$ cat config.mk
export PLATFORM = sky130hd
export DESIGN_NAME = uart_two_byte_top
export DESIGN_NICKNAME = d
export VERILOG_FILES = /design/src/rtl/uart_two_byte_top.sv
export SDC_FILE = /design/constraint.sdc
export NUM_CORES = 1
export LEC_CHECK = 0
export CELL_PAD_IN_SITES_DETAIL_PLACEMENT = 2
export CELL_PAD_IN_SITES_GLOBAL_PLACEMENT = 2
export CORE_AREA = 3 3 54 56
export DETAILED_ROUTE_END_ITERATION = 8
export DIE_AREA = 0 0 57 59
export MAX_ROUTING_LAYER = met4
export PLACE_DENSITY_LB_ADDON = 0.3
export SLEW_MARGIN = 20
export SYNTH_ARGS = -nofsm -noshare
export SYNTH_HDL_FRONTEND = slang
export SYNTH_SLANG_ARGS = --single-unit
$ cat constraint.sdc
create_clock -name clk -period 4.6 [get_ports clk]
set_clock_uncertainty 0.15 [all_clocks]
set_input_delay 0.92 -clock clk [delete_from_list [all_inputs] [get_ports clk]]
set_output_delay 0.92 -clock clk [all_outputs]
set_load 0.01 [all_outputs]
$ cat src/rtl/uart_two_byte_top.sv
// Board bring-up smoke test: after reset, send two fixed bytes over an
// 8N1 UART line, then idle forever. Two sticky LEDs mark each byte done.
//
// Handshake between the sequencer and the transmitter (valid/accept):
//   valid_i is a level request. A byte is accepted on any rising edge where
//   valid_i=1 and the transmitter is idle (idle_o=1). data_i is sampled on
//   that edge only. While the transmitter is busy, valid_i is ignored.
//   done_o pulses for exactly one cycle, starting at the edge that ends
//   the stop bit, which is also the edge where the transmitter becomes idle.

// 8N1 transmitter, LSB first, ClocksPerBaud cycles per bit.
module uart_tx #(
  parameter int ClocksPerBaud = 2
) (
  input  logic       clk_i,
  input  logic       rst_i,
  input  logic [7:0] data_i,
  input  logic       valid_i,
  output logic       tx_o,
  output logic       done_o,
  output logic       idle_o
);

  // The baud counter needs at least one bit so that ClocksPerBaud=1 works.
  localparam int CntW = (ClocksPerBaud > 1) ? $clog2(ClocksPerBaud) : 1;
  localparam logic [CntW-1:0] BaudLast = CntW'(ClocksPerBaud - 1);
  localparam logic [3:0] LastBit = 4'd9;

  typedef enum logic {
    IDLE = 1'b0,
    SEND = 1'b1
  } tx_state_t;

  tx_state_t       tx_state_q;
  logic [CntW-1:0] baud_q;
  logic [3:0]      bit_q;
  logic [8:0]      shift_q;
  logic            tx_q;
  logic            done_q;

  assign tx_o   = tx_q;
  assign done_o = done_q;
  assign idle_o = (tx_state_q == IDLE);

  // Frame sequencing: start bit on accept, then shift out data and stop bit.
  // shift_q holds {stop, d7..d0}; each bit boundary moves the next one out.
  always_ff @(posedge clk_i or posedge rst_i) begin
    if (rst_i) begin
      tx_state_q <= IDLE;
      baud_q     <= '0;
      bit_q      <= '0;
      shift_q    <= '1;
      tx_q       <= 1'b1;
      done_q     <= 1'b0;
    end else begin
      done_q <= 1'b0;
      case (tx_state_q)
        IDLE: begin
          tx_q <= 1'b1;
          if (valid_i) begin
            tx_state_q <= SEND;
            shift_q    <= {1'b1, data_i};
            tx_q       <= 1'b0;
            baud_q     <= '0;
            bit_q      <= '0;
          end
        end
        SEND: begin
          if (baud_q == BaudLast) begin
            baud_q <= '0;
            if (bit_q == LastBit) begin
              tx_state_q <= IDLE;
              bit_q      <= '0;
              tx_q       <= 1'b1;
              done_q     <= 1'b1;
            end else begin
              bit_q   <= bit_q + 4'd1;
              tx_q    <= shift_q[0];
              shift_q <= {1'b1, shift_q[8:1]};
            end
          end else begin
            baud_q <= baud_q + 1'b1;
          end
        end
        default: begin
          tx_state_q <= IDLE;
          tx_q       <= 1'b1;
        end
      endcase
    end
  end

endmodule

// Top level: sequencer FSM feeding the transmitter two fixed bytes.
module uart_two_byte_top #(
  parameter int         ClocksPerBaud = 2,
  parameter logic [7:0] FirstByte     = 8'h48,
  parameter logic [7:0] SecondByte    = 8'h69
) (
  input  logic clk,
  input  logic rst,
  output logic tx_out,
  output logic led_left_out,
  output logic led_center_out
);

  typedef enum logic [2:0] {
    SEND_FIRST  = 3'd0,
    WAIT_FIRST  = 3'd1,
    SEND_SECOND = 3'd2,
    WAIT_SECOND = 3'd3,
    DONE        = 3'd4
  } state_t;

  state_t     state_q;
  state_t     state_d;
  logic       led_left_q;
  logic       led_center_q;
  logic [7:0] tx_byte;
  logic       tx_byte_valid;
  logic       tx_byte_done;
  logic       tx_idle;

  assign tx_byte = ((state_q == SEND_FIRST) || (state_q == WAIT_FIRST)) ?
                   FirstByte : SecondByte;
  assign tx_byte_valid  = (state_q == SEND_FIRST) || (state_q == SEND_SECOND);
  assign led_left_out   = led_left_q;
  assign led_center_out = led_center_q;

  uart_tx #(
    .ClocksPerBaud(ClocksPerBaud)
  ) transmitter (
    .clk_i  (clk),
    .rst_i  (rst),
    .data_i (tx_byte),
    .valid_i(tx_byte_valid),
    .tx_o   (tx_out),
    .done_o (tx_byte_done),
    .idle_o (tx_idle)
  );

  // Next state: advance on accept (send states) or on the done pulse (wait states).
  always_comb begin
    state_d = state_q;
    case (state_q)
      SEND_FIRST:  if (tx_idle)      state_d = WAIT_FIRST;
      WAIT_FIRST:  if (tx_byte_done) state_d = SEND_SECOND;
      SEND_SECOND: if (tx_idle)      state_d = WAIT_SECOND;
      WAIT_SECOND: if (tx_byte_done) state_d = DONE;
      DONE:                          state_d = DONE;
      default:                       state_d = SEND_FIRST;
    endcase
  end

  // State register plus sticky LEDs, set on the edge each byte is reported done.
  always_ff @(posedge clk or posedge rst) begin
    if (rst) begin
      state_q      <= SEND_FIRST;
      led_left_q   <= 1'b0;
      led_center_q <= 1'b0;
    end else begin
      state_q <= state_d;
      if ((state_q == WAIT_FIRST) && tx_byte_done) begin
        led_left_q <= 1'b1;
      end
      if ((state_q == WAIT_SECOND) && tx_byte_done) begin
        led_center_q <= 1'b1;
      end
    end
  end

endmodule

==> impl_metrics.tcl <==
set metrics [dict create \
    cp_max_fo 2 \
    finalCritPeriodShare_pct 53.0 \
    leakage_uw 0.000444 \
    tightest_slew_ps 771 \
    power_frac_clock_pct 32.2 \
    crit_path_cell_trace "clkdlybuf4s50_1" \
    nets 100 \
    wl_um 2000 \
    synthCells 92 \
    power_frac_comb_pct 1.5 \
    area_delta_synth_final_pct 6.16 \
    synth-edff-count 0 \
    post-synth-top-area-fraction_pct 30.2 \
    dp_cells 121 \
    die_h_um 59 \
    cts_tree "done" \
    fin_cells 125 \
    fin_setup_tns_ps 0 \
    async_reset_ff_share_pct 100 \
    initial_core_util_pct 40.2 \
    ys_seq_area_share_pct 53.9 \
    drive_gt1_share_pct 22.1 \
    finish.utilization_pct 42.7 \
    dp_hpwl_um 1460 \
    syn_area_um2 996 \
    netlist_top_cells_count "dfrtp_1 (12), dfstp_2 (9), nand2_1 (9)" \
    clk_pin_slew_ps 120 \
    drt-initial-drc-count 25 \
    clock-sinks 21 \
    clk-insertion-delay-late_ps 300 \
    synth-seq-cells 21 \
    coreArea_um2 2480 \
    holdCritPathClass "flip-flop to flip-flop" \
    maxCapViolCount 0 \
    setup_ws_ps 2160 \
    synth.most_common_cell "dfrtp_1" \
    slew_headroom_pct 48.5 \
    powerDensity_nw_per_um2 264 \
    post_cts_buffers 0 \
    ctsResizeCount 0 \
    ys_types 34 \
    setup_viol 0 \
    synth_nets 96 \
    fillers 270 \
    cts-root-buf "clkbuf_4" \
    cp_num_buf_inv 1 \
    io_pins 5 \
    fin_hold_ws_ps 317 \
    gp_congestion 0.711 \
    ir_drop_mv 0.154 \
    port_buffers 4 \
    vias 688 \
    critical_path_class "flip-flop to output port" \
    finalHoldViolations 0 \
    status "finished clean" \
    period_needed_ps 2440 \
    rsz0062_at_grt "no" \
    pre_cts_slack_ps 2490 \
    seqPwrFrac_pct 66.3 \
    cts_buffers 3 \
    cp-start-kind "flip-flop" \
    path_delay_family "flip-flops" \
    grt_pass1_vias 764 \
    cts.htree.levels 1 \
    cp-end-kind "output port" \
    viasPerCell 5.50 \
    synth_warnings 0 \
    netlist.top_cell.by_area "dfrtp_1" \
    cp_slowest_cell "dfstp_2" \
    synthTopCellsByArea "dfrtp_1 (30%), dfstp_2 (24%), nand3_2 (4.0%)" \
    die_x_um 57 \
    die_area_um2 3360 \
    grt_pass1_wl_um 3730 \
    synthFlopType "dfrtp_1" \
    cts_hold_buf 0 \
    firstDrtPassIters 4 \
    cts_buffer_depth 2 \
    fmax_ghz 0.411 \
    track_usage_pct 14.7 \
    cp.required_ps 3530 \
    drc 0 \
    grt_start_max_net_pins 22 \
    max_stage_delay_ps 540 \
    rows 18 \
    slew_viol_final 0 \
    grt-ovfl-total 0 \
    arrival_ps 1370 \
    antennaDiodeCount 0 \
    syn_area_per_cell_um2 10.8 \
    p_sw_share_pct 21.3 \
    p_sw_uw 59.5 \
    p_int_uw 220 \
    wl_per_cell_um 16.0 \
    postRouteAntennaNets 0 \
    antenna_found_initial 0 \
]
## per-layer routing
metal / routed length, um / track usage [%] / up-vias
li1: - / - / 327
met1: 978 / 20.1 / 353
met2: 962 / 22.8 / 6
met3: 39 / 2.61 / 2
met4: 21 / 3.97 / 0
met5: 0 / - / -
## power groups by stage
stage	Combinational (uW)	Clock [uW]	Sequential (uW)
floorplan	2.69	0	188
global route	5.23	101	185
finish	4.22	89.8	185
detailed placement	4.65	0	188
CTS	4.57	89.8	185
global placement	4.58	0	188
## metrics by stage
stage | total power (uW) | area [um2]
after floorplan | 191 | 996
after global placement | 193 | 1030
after detailed placement | 193 | 1030
after CTS | 279 | 1060
after global routing | 292 | 1060
final | 279 | 1060
## cell usage in the layout, fill, tap and decap left out, drive strengths merged, types with 4 or more instances in the layout
cell type      count
clkbuf             4
nand2             10
o21ai              8
dfrtp             12
dfstp              9
inv                4
nor2               9
clkdlybuf4s50      4
nand3             11
## kinds of logic after synthesis
logic type / share of synthesized area (%)
flops: 53.9
fa+ha+maj: 2.51
simple gates: 24.4
mux: 1.01
compound gates: 11.6
buf+inv: 5.78
xor+xnor: 0.880
## flip-flops by register name, summed over array words and instances, names as in the netlist
signal and count:
transmitter.tx_o 1, transmitter.shift_q 8, led_center_out 1, transmitter.baud_q 1, transmitter.bit_q 4, led_left_out 1, transmitter.done_o 1, transmitter.tx_state_q 1
state_q 3
## cell type report
class	count	area [um2]	area share (%)
Timing Repair Buffer	4	40.0	3.79
Sequential cell	21	537	50.8
Clock buffer	4	26.3	2.49
Inverter	4	15.0	1.42
Multi-Input combinational cell	62	402	38.0
Tap cell	30	37.5	3.55
## tightest hold or removal path: cells and delay by family, from the launching register on
family           cells  cell delay [ps]
AND/OR/NAND/NOR      2               90
flip-flops           1              390
## path summary, 6_finish.rpt
path                            slack [ps]                                from                                  to  depth (start not counted)
worst max-delay path                  2160        transmitter.tx_o$_DFFE_PP1N_                              tx_out                          1
worst min-delay path                   320  transmitter.shift_q[7]$_DFFE_PP1P_  transmitter.shift_q[7]$_DFFE_PP1P_                          2
worst max register to register        2950    transmitter.bit_q[0]$_DFFE_PP0P_  transmitter.shift_q[0]$_DFFE_PP1P_                          4
worst min register to register         320  transmitter.shift_q[7]$_DFFE_PP1P_  transmitter.shift_q[7]$_DFFE_PP1P_                          2
max in group asynchronous             2920                                 rst    transmitter.bit_q[2]$_DFFE_PP0P_                          2
min in group asynchronous              900                                 rst              state_q[2]$_DFFE_PP0P_                          2
(Power assumes the default switching activity.)
